===== config.mk =====
export PLATFORM = sky130hd
export DESIGN_NAME = seg_scan
export DESIGN_NICKNAME = d
export VERILOG_FILES = /design/src/rtl/seg_scan.sv
export SDC_FILE = /design/constraint.sdc
export NUM_CORES = 1
export LEC_CHECK = 0
export CAP_MARGIN = 20
export CORE_MARGIN = 1
export CORE_UTILIZATION = 58
export DETAILED_ROUTE_END_ITERATION = 7
export GPL_TIMING_DRIVEN = 1
export MAX_ROUTING_LAYER = met4
export PLACE_DENSITY_LB_ADDON = 0.12
export SLEW_MARGIN = 20
export SYNTH_ARGS = -nofsm -noshare
export SYNTH_HDL_FRONTEND = slang
export SYNTH_SLANG_ARGS = --single-unit

===== constraint.sdc =====
create_clock -name clk -period 3 [get_ports clk]
set_input_delay 0.3 -clock clk [delete_from_list [all_inputs] [get_ports clk]]
set_output_delay 0.3 -clock clk [all_outputs]
set_load 0.005 [all_outputs]

===== src/rtl/seg_scan.sv =====
// seg_scan: 4-digit multiplexed seven-segment driver with frame-synchronous value updates.
// Optional PWM dimming when SEG_SCAN_BRIGHTNESS_EN is defined (adds bright_i).
module seg_scan #(
    parameter int unsigned DIGIT_PERIOD = 50000,
    parameter int unsigned BLANK_CYCLES = 500
) (
    input  logic        clk,
    input  logic        rst_n,
    input  logic        en_i,
    input  logic        load_i,
    input  logic [15:0] value_i,
    input  logic [3:0]  dp_i,
    input  logic [3:0]  blank_i,
`ifdef SEG_SCAN_BRIGHTNESS_EN
    input  logic [3:0]  bright_i,
`endif
    output logic [7:0]  pin_seg_o,
    output logic [3:0]  pin_seg_sel_o,
    output logic        frame_o
);

    localparam int unsigned CntW = $clog2(DIGIT_PERIOD);
    localparam logic [CntW-1:0] LastCnt   = CntW'(DIGIT_PERIOD - 1);
    localparam logic [CntW-1:0] BlankLast = CntW'(BLANK_CYCLES - 1);

    typedef enum logic [1:0] {
        StIdle,
        StBlank,
        StDrive
    } state_e;

    // A zero-length blank gap starts each slot directly in DRIVE.
    localparam state_e SlotStart = (BLANK_CYCLES == 0) ? StDrive : StBlank;

    typedef struct packed {
        logic [3:0]  blank;
        logic [3:0]  dp;
        logic [15:0] value;
    } disp_t;

    state_e          state_q;
    logic [CntW-1:0] cnt_q;
    logic [1:0]      digit_q;
    disp_t           active_q;
    disp_t           pend_q;
    logic            pend_vld_q;
    logic [7:0]      seg_q;
    logic [3:0]      sel_q;
    logic            frame_q;
`ifdef SEG_SCAN_BRIGHTNESS_EN
    logic [3:0]      pwm_q;
`endif

    disp_t      in_data;
    logic       boundary;
    logic       drive_on;
    logic [3:0] nibble;
    logic [7:0] seg_d;
    logic [3:0] sel_d;

    function automatic logic [6:0] decode(input logic [3:0] nib);
        logic [6:0] res;
        unique case (nib)
            4'h0: res = 7'h3F;
            4'h1: res = 7'h06;
            4'h2: res = 7'h5B;
            4'h3: res = 7'h4F;
            4'h4: res = 7'h66;
            4'h5: res = 7'h6D;
            4'h6: res = 7'h7D;
            4'h7: res = 7'h07;
            4'h8: res = 7'h7F;
            4'h9: res = 7'h6F;
            4'hA: res = 7'h77;
            4'hB: res = 7'h7C;
            4'hC: res = 7'h39;
            4'hD: res = 7'h5E;
            4'hE: res = 7'h79;
            4'hF: res = 7'h71;
            default: res = 7'h00;
        endcase
        return res;
    endfunction

    assign in_data  = '{blank: blank_i, dp: dp_i, value: value_i};
    assign boundary = (state_q == StDrive) && (digit_q == 2'd3) && (cnt_q == LastCnt);
    assign nibble   = active_q.value[{digit_q, 2'b00} +: 4];

    always_comb begin
        drive_on = (state_q == StDrive) && en_i && !active_q.blank[digit_q];
`ifdef SEG_SCAN_BRIGHTNESS_EN
        drive_on = drive_on && (pwm_q <= bright_i);
`endif
        seg_d = 8'h00;
        sel_d = 4'hF;
        if (drive_on) begin
            seg_d = {active_q.dp[digit_q], decode(nibble)};
            sel_d = ~(4'b0001 << digit_q);
        end
    end

    always_ff @(posedge clk or negedge rst_n) begin
        if (!rst_n) begin
            state_q    <= StIdle;
            cnt_q      <= '0;
            digit_q    <= '0;
            active_q   <= '0;
            pend_q     <= '0;
            pend_vld_q <= 1'b0;
            seg_q      <= 8'h00;
            sel_q      <= 4'hF;
            frame_q    <= 1'b0;
`ifdef SEG_SCAN_BRIGHTNESS_EN
            pwm_q      <= '0;
`endif
        end else begin
            seg_q   <= seg_d;
            sel_q   <= sel_d;
            frame_q <= boundary;

            // The display is dark while idle, so updates there cannot tear.
            if (state_q == StIdle) begin
                if (load_i) begin
                    active_q <= in_data;
                end else if (pend_vld_q) begin
                    active_q <= pend_q;
                end
                pend_vld_q <= 1'b0;
            end else if (boundary && (load_i || pend_vld_q)) begin
                active_q   <= load_i ? in_data : pend_q;
                pend_vld_q <= 1'b0;
            end else if (load_i) begin
                pend_q     <= in_data;
                pend_vld_q <= 1'b1;
            end

            if (!en_i) begin
                state_q <= StIdle;
                cnt_q   <= '0;
                digit_q <= '0;
            end else begin
                unique case (state_q)
                    StIdle: begin
                        state_q <= SlotStart;
                        cnt_q   <= '0;
                        digit_q <= '0;
                    end
                    StBlank: begin
                        cnt_q <= cnt_q + 1'b1;
                        if (cnt_q == BlankLast) begin
                            state_q <= StDrive;
                        end
                    end
                    StDrive: begin
                        if (cnt_q == LastCnt) begin
                            cnt_q   <= '0;
                            digit_q <= digit_q + 2'd1;
                            state_q <= SlotStart;
                        end else begin
                            cnt_q <= cnt_q + 1'b1;
                        end
                    end
                    default: begin
                        state_q <= StIdle;
                        cnt_q   <= '0;
                        digit_q <= '0;
                    end
                endcase
            end

`ifdef SEG_SCAN_BRIGHTNESS_EN
            // Restart the PWM phase on every DRIVE entry, including back-to-back slots.
            if (en_i && (state_q == StDrive) && (cnt_q != LastCnt)) begin
                pwm_q <= pwm_q + 4'd1;
            end else begin
                pwm_q <= '0;
            end
`endif
        end
    end

    assign pin_seg_o     = seg_q;
    assign pin_seg_sel_o = sel_q;
    assign frame_o       = frame_q;

endmodule


* Yosys cells after proc, flatten, opt, wreduce, memory -nomap -nowiden *
Memories as Yosys holds them, arrays and structs flattened.
Index checks and enable logic that the tools add are counted.

cells by class
  mux-type cells = 24
  $lt $le $gt $ge = 1
  $add $sub $neg = 2
  shift-type cells = 2
  bitwise operators = 3
  reductions and logical operators = 14
  eq/ne operators = 9

operator list
  cell                                                                           count
  24-bit two-way mux                                                             5
  16-bit two-way mux                                                             2
  16-bit case mux with 2 select lines                                            1
  16-bit by 1-bit adder with 16-bit output (second input constant)               1
  16-bit equality test (second input constant)                                   1
  16-bit by 9-bit equality test with 1-bit output (second input constant)        1
  16-bit by 5-bit indexed part select with 4-bit output                          1
  2-bit two-way mux                                                              5
  8-bit two-way mux                                                              1
  2-bit AND reduction                                                            4
  3-bit != test (second input constant)                                          2
  2-bit case mux with 3 select lines                                             1
  1-bit logical AND                                                              5
  1-bit two-way mux                                                              5
  1-bit binary-select mux with 2-bit select                                      2
  2-bit equality test (second input constant)                                    2
  4-bit two-way mux                                                              1
  4-bit inverter                                                                 1
  2-bit case mux with 2 select lines                                             1
  1-bit by 2-bit left shift with 4-bit output (first input constant)             1
  2-bit by 3-bit less-than comparator with 1-bit output (second input constant)  1
  3-bit by 2-bit != test with 1-bit output (second input constant)               1
  3-bit nonzero test                                                             1
  2-bit by 1-bit adder with 2-bit output (second input constant)                 1
  other kinds (7)                                                                8

word-level totals
  memory bits (read-only) = 112
  memories kept = 1
  register bits = 82
  output and inout bits = 13

memory list
  name             depth  bits a word  read ports  clocked after memory_dff  write ports  RTL line  source
  (no name shown)  16     7            1           0                         0            63        unique case (nib)

* Depth between registers and ports, before layout *
Gate-level depths: netlist (run 1).

  depth after elaboration = 6
  gate-level depth with buffers = 8
  mapped depth without buffers = 6

* Worst setup path after synthesis (run 1) *
Ideal clock, no wire load.

  path kind = register to register
  start = reg cnt_q[13]
  end = reg pend_q[0] (netlist name)
  slack = 0.773 ns
  arrival = 2.099 ns
  clock period less this slack = 2.227 ns
  stages on the path, launching flop included = 7
  buffers on the path = 2
  path through = dfrtp_1 -> or4_4 -> nor4_4 -> a211o_1 -> buf_4 -> buf_6 -> mux2_1

between the ends
  longest elaborated chain between the ends = 5

ends and longest elaborated chain
  element                               RTL line  source
  from (decl)                           42        logic [CntW-1:0] cnt_q;
  from (signal assigned)                149       cnt_q <= cnt_q + 1'b1;
  from (signal assigned)                160       cnt_q <= cnt_q + 1'b1;
  16-bit equality test                  86        assign boundary = (state_q == StDrive) && (digit_q == 2'd3) && (cnt_q == LastCnt);
  1-bit logical AND                     86
  1-bit logical AND                     129       end else if (boundary && (load_i || pend_vld_q)) begin
  1-bit inverter (no source line)       -
  2-bit AND reduction (no source line)  -
  to (signal assigned)                  133       pend_q <= in_data;
  to (decl)                             45        disp_t pend_q;

No other way between the ends.
A chain may end at the register's enable or synchronous reset.

* Worst setup path after layout (run 1) *
  start = reg cnt_q[0]
  end = reg active_q[0] (netlist name)

between the ends
  longest elaborated chain between the ends = 5

ends and longest elaborated chain
  element                               RTL line  source
  16-bit equality test                  86
  1-bit logical AND                     86
  1-bit logical AND                     129
  2-bit nonzero test (no source line)   -
  2-bit AND reduction (no source line)  -
  to (signal assigned)                  124       active_q <= in_data;
  to (signal assigned)                  126       active_q <= pend_q;
  to (signal assigned)                  130       active_q <= load_i ? in_data : pend_q;
  to (decl)                             44        disp_t active_q;

No other way between the ends.

==> results of run 1 <==
[critical path: stages (launching register included)]
cell	delay, ps
dfrtp_1	400
ha_1	230
nand4_1	290
nor4_4	400
buf_4	360
and2_0	210
buf_4	250
a211oi_1	120
[placed cells by master, fill, tap and decap left out, types with 14 or more instances in the layout]
cell / n
o21ai_0: 16
mux2_1: 20
dfrtp_1: 78
a211oi_1: 53
nand2_1: 22
a22o_1: 16
nor2_1: 43
o22ai_1: 27
clkdlybuf4s50_1: 39
ha_1: 14
a21o_1: 16
[per-layer routing]
layer | share of wire, % | wire length (um) | track usage (%)
met5 | 0 | 0 | -
met4 | 1.3 | 136 | 11.46
met3 | 5.6 | 597 | 5.556
met2 | 49 | 5237 | 44.80
met1 | 44 | 4784 | 37.21
[worst paths after layout]
check,start,endpoint,slack (ps),cells past startpoint
worst max-delay path,cnt_q[0]$_DFF_PN0_,active_q[0]$_DFFE_PN0P_,590,7
worst max register to register,cnt_q[0]$_DFF_PN0_,active_q[0]$_DFFE_PN0P_,590,7
worst min register to register,cnt_q[0]$_DFF_PN0_,cnt_q[0]$_DFF_PN0_,520,1
worst min-delay path,rst_n,cnt_q[14]$_DFF_PN0_,-30,1
min in group clk,cnt_q[0]$_DFF_PN0_,cnt_q[0]$_DFF_PN0_,520,1
max in group asynchronous,rst_n,active_q[14]$_DFFE_PN0P_,2510,1
[Yosys cell counts, types with 2 or more instances]
cell       n
a211o_1    2
nand2_1   22
buf_4      2
inv_1      9
mux4_2     6
mux2_2     4
a22o_1    16
a221oi_1   3
nor3_1    13
buf_2      6
buf_6      2
a21o_1    16
or3_1      6
nor4b_1    3
nand3_1    8
clkbuf_1  28
and2_1     3
o21ai_0   16
and3_1     4
a211oi_1  53
nor2b_1    2
ha_1      14
nor2_1    43
dfstp_2    4
or4_4      2
xor2_1     7
o22ai_1   27
o22a_1     8
dfrtp_1   78
and4_1     2
mux2i_1    3
nand4_1    8
mux2_1    20
xnor2_1    2
[flip-flops by register name, indices dropped and copies added, names as in the netlist]
signal         count
pend_q            24
cnt_q             16
pin_seg_sel_o      4
frame_o            1
active_q          24
pend_vld_q         1
state_q            2
digit_q            2
pin_seg_o          8
[per-stage QoR]
stage,util [%],hold slack (ps)
after floorplan,-,4.409
after global placement,66.08,471.0
after detailed placement,66.08,505.7
after CTS,68.72,151.6
after global routing,68.77,39.46
final,68.77,-32.59
[final cells by class]
class                      count  area [um^2]
tap                          102        127.6
multi-input combinational    327         2395
clock inverter                 4        50.05
fill                         606         2426
sequential                    82         2057
clock buffer                  12        155.1
timing repair buffer          54        519.2
inverter                      10        37.54
[logic make-up after synthesis]
logic type	Yosys count	synth area share, %
buffers and inverters	49	4.585
multiplexers	33	9.332
flip-flops	82	44.09
AND/OR/NAND/NOR	122	13.25
XOR/XNOR	9	1.690
AO/OA/AOI/OAI	149	23.30
adder cells (fa/ha/maj)	14	3.754
[where the power goes]
part / leakage (nW) / internal, mW / total [mW] / switching [mW]
Combinational: 1.09 / 0.863 / 1.83 / 0.967
Sequential: 1.01 / 1.47 / 1.80 / 0.328
Clock: 0.0986 / 0.429 / 0.835 / 0.406
Total: 2.20 / 2.77 / 4.47 / 1.70
==> key figures, run 1 <==
Run status
  • Status: complete, but fails checks
  • Failing checks: hold timing

STA
  • # setup viols final: 0
  • Clock skew: 10.58 ps
  • Post-route setup TNS: 0 ps
  • Final worst path period share: between 80% and 90%
  • Unrepaired setup endpoints after global routing: no
  • Max Clock Freq: 415.3 MHz
  • Worst-Margin Slew: 735.2 ps
  • Worst slew margin: 50.99%
  • Fin crit period: between 2000 and 2500 ps
  • Worst Hold Slack: -32.59 ps
  • Worst Setup Slack, final: 592.2 ps
  • Final-report hold violation count: 35
  • Max-slew violations: 0

Floorplan
  • Initial core utilization: around 60%
  • Die Y: 91.69 um
  • Die Area: 0.008407 mm^2
  • Die W: 91.69 um
  • Area of the core: 0.007767 mm^2
  • I/O Pins: between 40 and 50
  • Rows: 32

Power
  • Leakage: 2.200 nW
  • VDD IR max: between 0.5 and 0.6 mV
  • Total Power: ~4.5 mW
  • Power density cells: between 800 and 900 mW/mm^2

Clock network
  • CTS tree: yes
  • Cts bufs inserted: 9
  • Worst-case clock buffer depth: 2
  • Clock Pin Slew Worst Setup and Hold Paths: roughly 90 ps
  • Cts hold-fix bufs: 0
  • Clock tree sinks: roughly 80
  • Later-pin clock latency in the skew report: between 300 and 400 ps
  • # Post-CTS Setup Buffers: 0
  • Htree depth: 3
  • Post-CTS sizing: 0
  • Root buffer cell: clkbuf_8

Drt
  • Routed wire per std cell: 18.20 um
  • DRT iter0 DRCs: roughly 230
  • Via count: 3850
  • DRC errors left: 0
  • Initial DRT Pass Iterations: 5
  • Routed WL: around 11000 um
  • Antenna viol nets, final: 0
  • Vias/cell: roughly 6.5

Synthesis
  • Post-synth ARST share: 100.0%
  • Gate Count Post-Synth: between 400 and 500
  • Main area contributors after synthesis: dfrtp_1 (42%), a211oi_1 (8.5%), mux2_1 (4.8%)
  • Unique masters post-synth: 50
  • Top FF cell, synth: dfrtp_1
  • Area share of the leading cell type in the synthesized netlist: a little over two fifths
  • Synth area leader: dfrtp_1
  • Mapped cell area: around 0.0047 mm^2
  • Avg Synthesized Cell Area: a little over 10 um^2
  • YS warnings: 0
  • Post-synth EDFFs: 0
  • Sequential area share after synthesis: 44.09%
  • Synth Net Count: 500
  • Post-synthesis register bit count: a little over 80

GRT
  • Initial antenna violation count: 0
  • Remaining global-route overflow: 0
  • First-pass GRT wire length: about 19000 um
  • GRT Overall Usage: between 20% and 30%
  • Largest net degree at the start of global routing: 83
  • Number of global-route vias before repair: 3878

Cells and area
  • Layout cells sized above 1: between 10% and 20%
  • Final Cell Area: approximately 0.0053 mm^2
  • Layout Cells excl Fill: a little under 600
  • # nets final: roughly 530
  • Synth-to-layout area growth: 14.48%
  • Ant diodes: 0

Placed design
  • Post-Place Setup Slack: roughly 650 ps
  • Area after DPL: approximately 0.0051 mm^2
  • Cell total after placement: approximately 580
  • DPL Wire Length: between 6000 and 7000 um
  • Routability congestion estimate: ~0.84
  • Port buffer count: 40

Critical path
  • Req. time, crit path: roughly 3200 ps
  • Crit path DAT: approximately 2600 ps
  • Crit path capture type: flop
  • Critical path type: reg -> reg
  • CP startpoint kind: flop
  • Worst-path fanout max: 26

Job
  • Max-cap violations: 0

Worst hold path
  • Hold WC Path Type: in -> async
Note: power is estimated with default switching activity, not from simulation.
==> run 2, diff against run 1 <==
==> constraint.sdc (replaced) <==
create_clock -name clk -period 2.4 [get_ports clk]
set_input_delay 0.24 -clock clk [delete_from_list [all_inputs] [get_ports clk]]
set_output_delay 0.24 -clock clk [all_outputs]
set_load 0.005 [all_outputs]
==> key figures, run 2 (synthesis gave the netlist of run 1 again) <==
Run status
  • Status: finished clean

Floorplan
  • Die Y: 91.69 um (unchanged)
  • Die W: 91.69 um (unchanged)
  • Die Area: 0.008407 mm^2 (unchanged)
  • I/O Pins: 41 (unchanged)
  • Rows: 32 (unchanged)
  • Area of the core: 0.007767 mm^2 (unchanged)
  • Initial core utilization: 60.07% (unchanged)

Clock network
  • CTS tree: yes
  • Post-CTS sizing: 0 (unchanged)
  • # Post-CTS Setup Buffers: 0 (unchanged)
  • Cts hold-fix bufs: 1 (+1)
  • Clock Pin Slew Worst Setup and Hold Paths: 80 ps (about the same)
  • Root buffer cell: clkbuf_8
  • Clock tree sinks: 82 (unchanged)
  • Worst-case clock buffer depth: 2 (unchanged)
  • Htree depth: 3 (unchanged)
  • Later-pin clock latency in the skew report: 360 ps (about the same)
  • Cts bufs inserted: 9 (unchanged)

Cells and area
  • Largest regs: active_q (24), pend_q (24), cnt_q (16)
  • Ant diodes: 0 (unchanged)
  • Layout cells sized above 1: 11.29% (+1.3 points)
  • Fillcell total: 600 (-0.99%)
  • Leading cell type in the layout, fill and taps excluded: dfrtp_1
  • Final Cell Area: 0.005439 mm^2 (+1.8%)
  • # nets final: 533 (+1.3%)
  • Commonest non-fill, non-tap cells in the layout: dfrtp_1 (78), a211oi_1 (53), nor2_1 (43)
  • Synth-to-layout area growth: 16.57%

Power
  • Sw frac: 37.90% (-0.18 points)
  • Power density cells: 1043 mW/mm^2 (+25%)
  • Leakage: 2.262 nW (+2.8%)
  • Gate power share: 41.2% (+0.2 points)
  • Internal power: 3.522 mW (+27%)
  • Clk pwr share: 18.9% (+0.2 points)
  • VDD IR max: 0.5733 mV (+7.7%)
  • Total net switching power: 2.150 mW (+26%)
  • Register share of total power: 39.9% (-0.5 points)

Drt
  • DRT iter0 DRCs: 353 (+52%)
  • DRC errors left: 0 (unchanged)
  • Initial DRT Pass Iterations: 5 (unchanged)
  • Antenna viol nets, final: 0 (unchanged)
  • Routed WL: 10740 um (-0.17%)
  • Vias/cell: 6.497 (-0.27%)
  • Routed wire per std cell: 17.96 um (-1.3%)
  • Via count: 3885 (+0.91%)

Placed design
  • Post-Place Setup Slack: 155.1 ps (-494.0 ps)
  • Routability congestion estimate: 0.9011 (+7.0%)
  • Port buffer count: 40 (unchanged)
  • Area after DPL: 0.005215 mm^2 (+1.6%)
  • DPL Wire Length: 7019 um (+0.62%)

STA
  • Max-slew violations: 0 (unchanged)
  • Worst Setup Slack, final: 138.1 ps (-454.1 ps)
  • Fin crit period: 2262 ps (-145.9 ps)
  • Post-route setup TNS: 0 ps (unchanged)
  • Unrepaired setup endpoints after global routing: no
  • # setup viols final: 0 (unchanged)
  • Worst slew margin: 64.71% (+14 points)
  • Max Clock Freq: 442.1 MHz (+6.5%)
  • Final worst path period share: 94.25% (+14 points)
  • Clock skew: 9.696 ps (-0.8821 ps)
  • Final-report hold violation count: 0 (-100%)
  • Worst-Margin Slew: 528.0 ps (-207.2 ps)

GRT
  • Remaining global-route overflow: 0 (unchanged)
  • GRT Overall Usage: 28.46% (-0.24 points)
  • First-pass GRT wire length: 18350 um (-1.0%)
  • Largest net degree at the start of global routing: 44 (-47%)
  • Number of global-route vias before repair: 3755 (-3.2%)
  • Initial antenna violation count: 0 (unchanged)

Critical path
  • Crit path capture type: flop
  • Reg-to-reg setup timing slack: 140 ps (-450 ps)
  • CP startpoint kind: flop
  • R2R cell count: 5 (-2)
  • Req. time, crit path: 2640 ps (-590 ps)
  • Crit path DAT: 2500 ps (-130 ps)
  • Critical path type: reg -> reg
  • Worst-path fanout max: 19 (-27%)

Job
  • Max-cap violations: 0 (unchanged)

Worst hold path
  • Hold WC Path Type: in -> async
## run 2: through the flow
step	hold slack, ps	cells	total power, mW	utilization [%]
finish	387.0	598	5.673	70.02
global placement	247.3	581	4.458	67.14
CTS	407.5	598	5.666	70.02
global route	439.7	598	6.039	70.02
detailed placement	253.5	581	4.594	67.14
floorplan	-55.59	458	3.923	-
## run 2: per-layer routing
layer / track usage [%] / share of wire, % / up-vias
li1: - / - / 1800
met1: 38.24 / 44 / 1898
met2: 44.49 / 48 / 171
met3: 5.307 / 6.5 / 16
met4: 8.333 / 1.3 / 0
met5: - / 0 / -
## run 2: power groups by stage
stage | Combinational [mW] | Sequential [mW] | Clock [mW]
6_report | 2.34 | 2.26 | 1.07
2_1_floorplan | 1.81 | 2.11 | 0
3_3_place_gp | 2.21 | 2.25 | 0
3_5_place_dp | 2.32 | 2.28 | 0
5_1_grt | 2.58 | 2.32 | 1.13
4_1_cts | 2.33 | 2.25 | 1.09
## run 2: worst paths after layout
check	end	startpoint
worst max-delay path	pend_q[7]$_DFFE_PN0P_	cnt_q[13]$_DFF_PN0_
min in group clk	cnt_q[0]$_DFF_PN0_	cnt_q[0]$_DFF_PN0_
max in group asynchronous	pend_q[13]$_DFFE_PN0P_	rst_n
worst min register to register	cnt_q[0]$_DFF_PN0_	cnt_q[0]$_DFF_PN0_
worst min-delay path	cnt_q[7]$_DFF_PN0_	rst_n
worst max register to register	pend_q[7]$_DFFE_PN0P_	cnt_q[13]$_DFF_PN0_
## run 2: layout make-up
cell class                      count  area [um^2]  area share (%)
Multi-Input combinational cell    327         2395           44.03
Clock buffer                       12        165.2           3.037
Sequential cell                    82         2057           37.82
Timing Repair Buffer               61        608.1           11.18
Clock inverter                      4        48.80          0.8972
Tap cell                          102        127.6           2.346
Inverter                           10        37.54          0.6901
## run 2: critical path, cell delays in order, from the launching register on
cell and delay (ps):
dfrtp_1 440, or4_4 580, nor4_4 350, a211o_1 240, buf_12 180, mux2_1 350
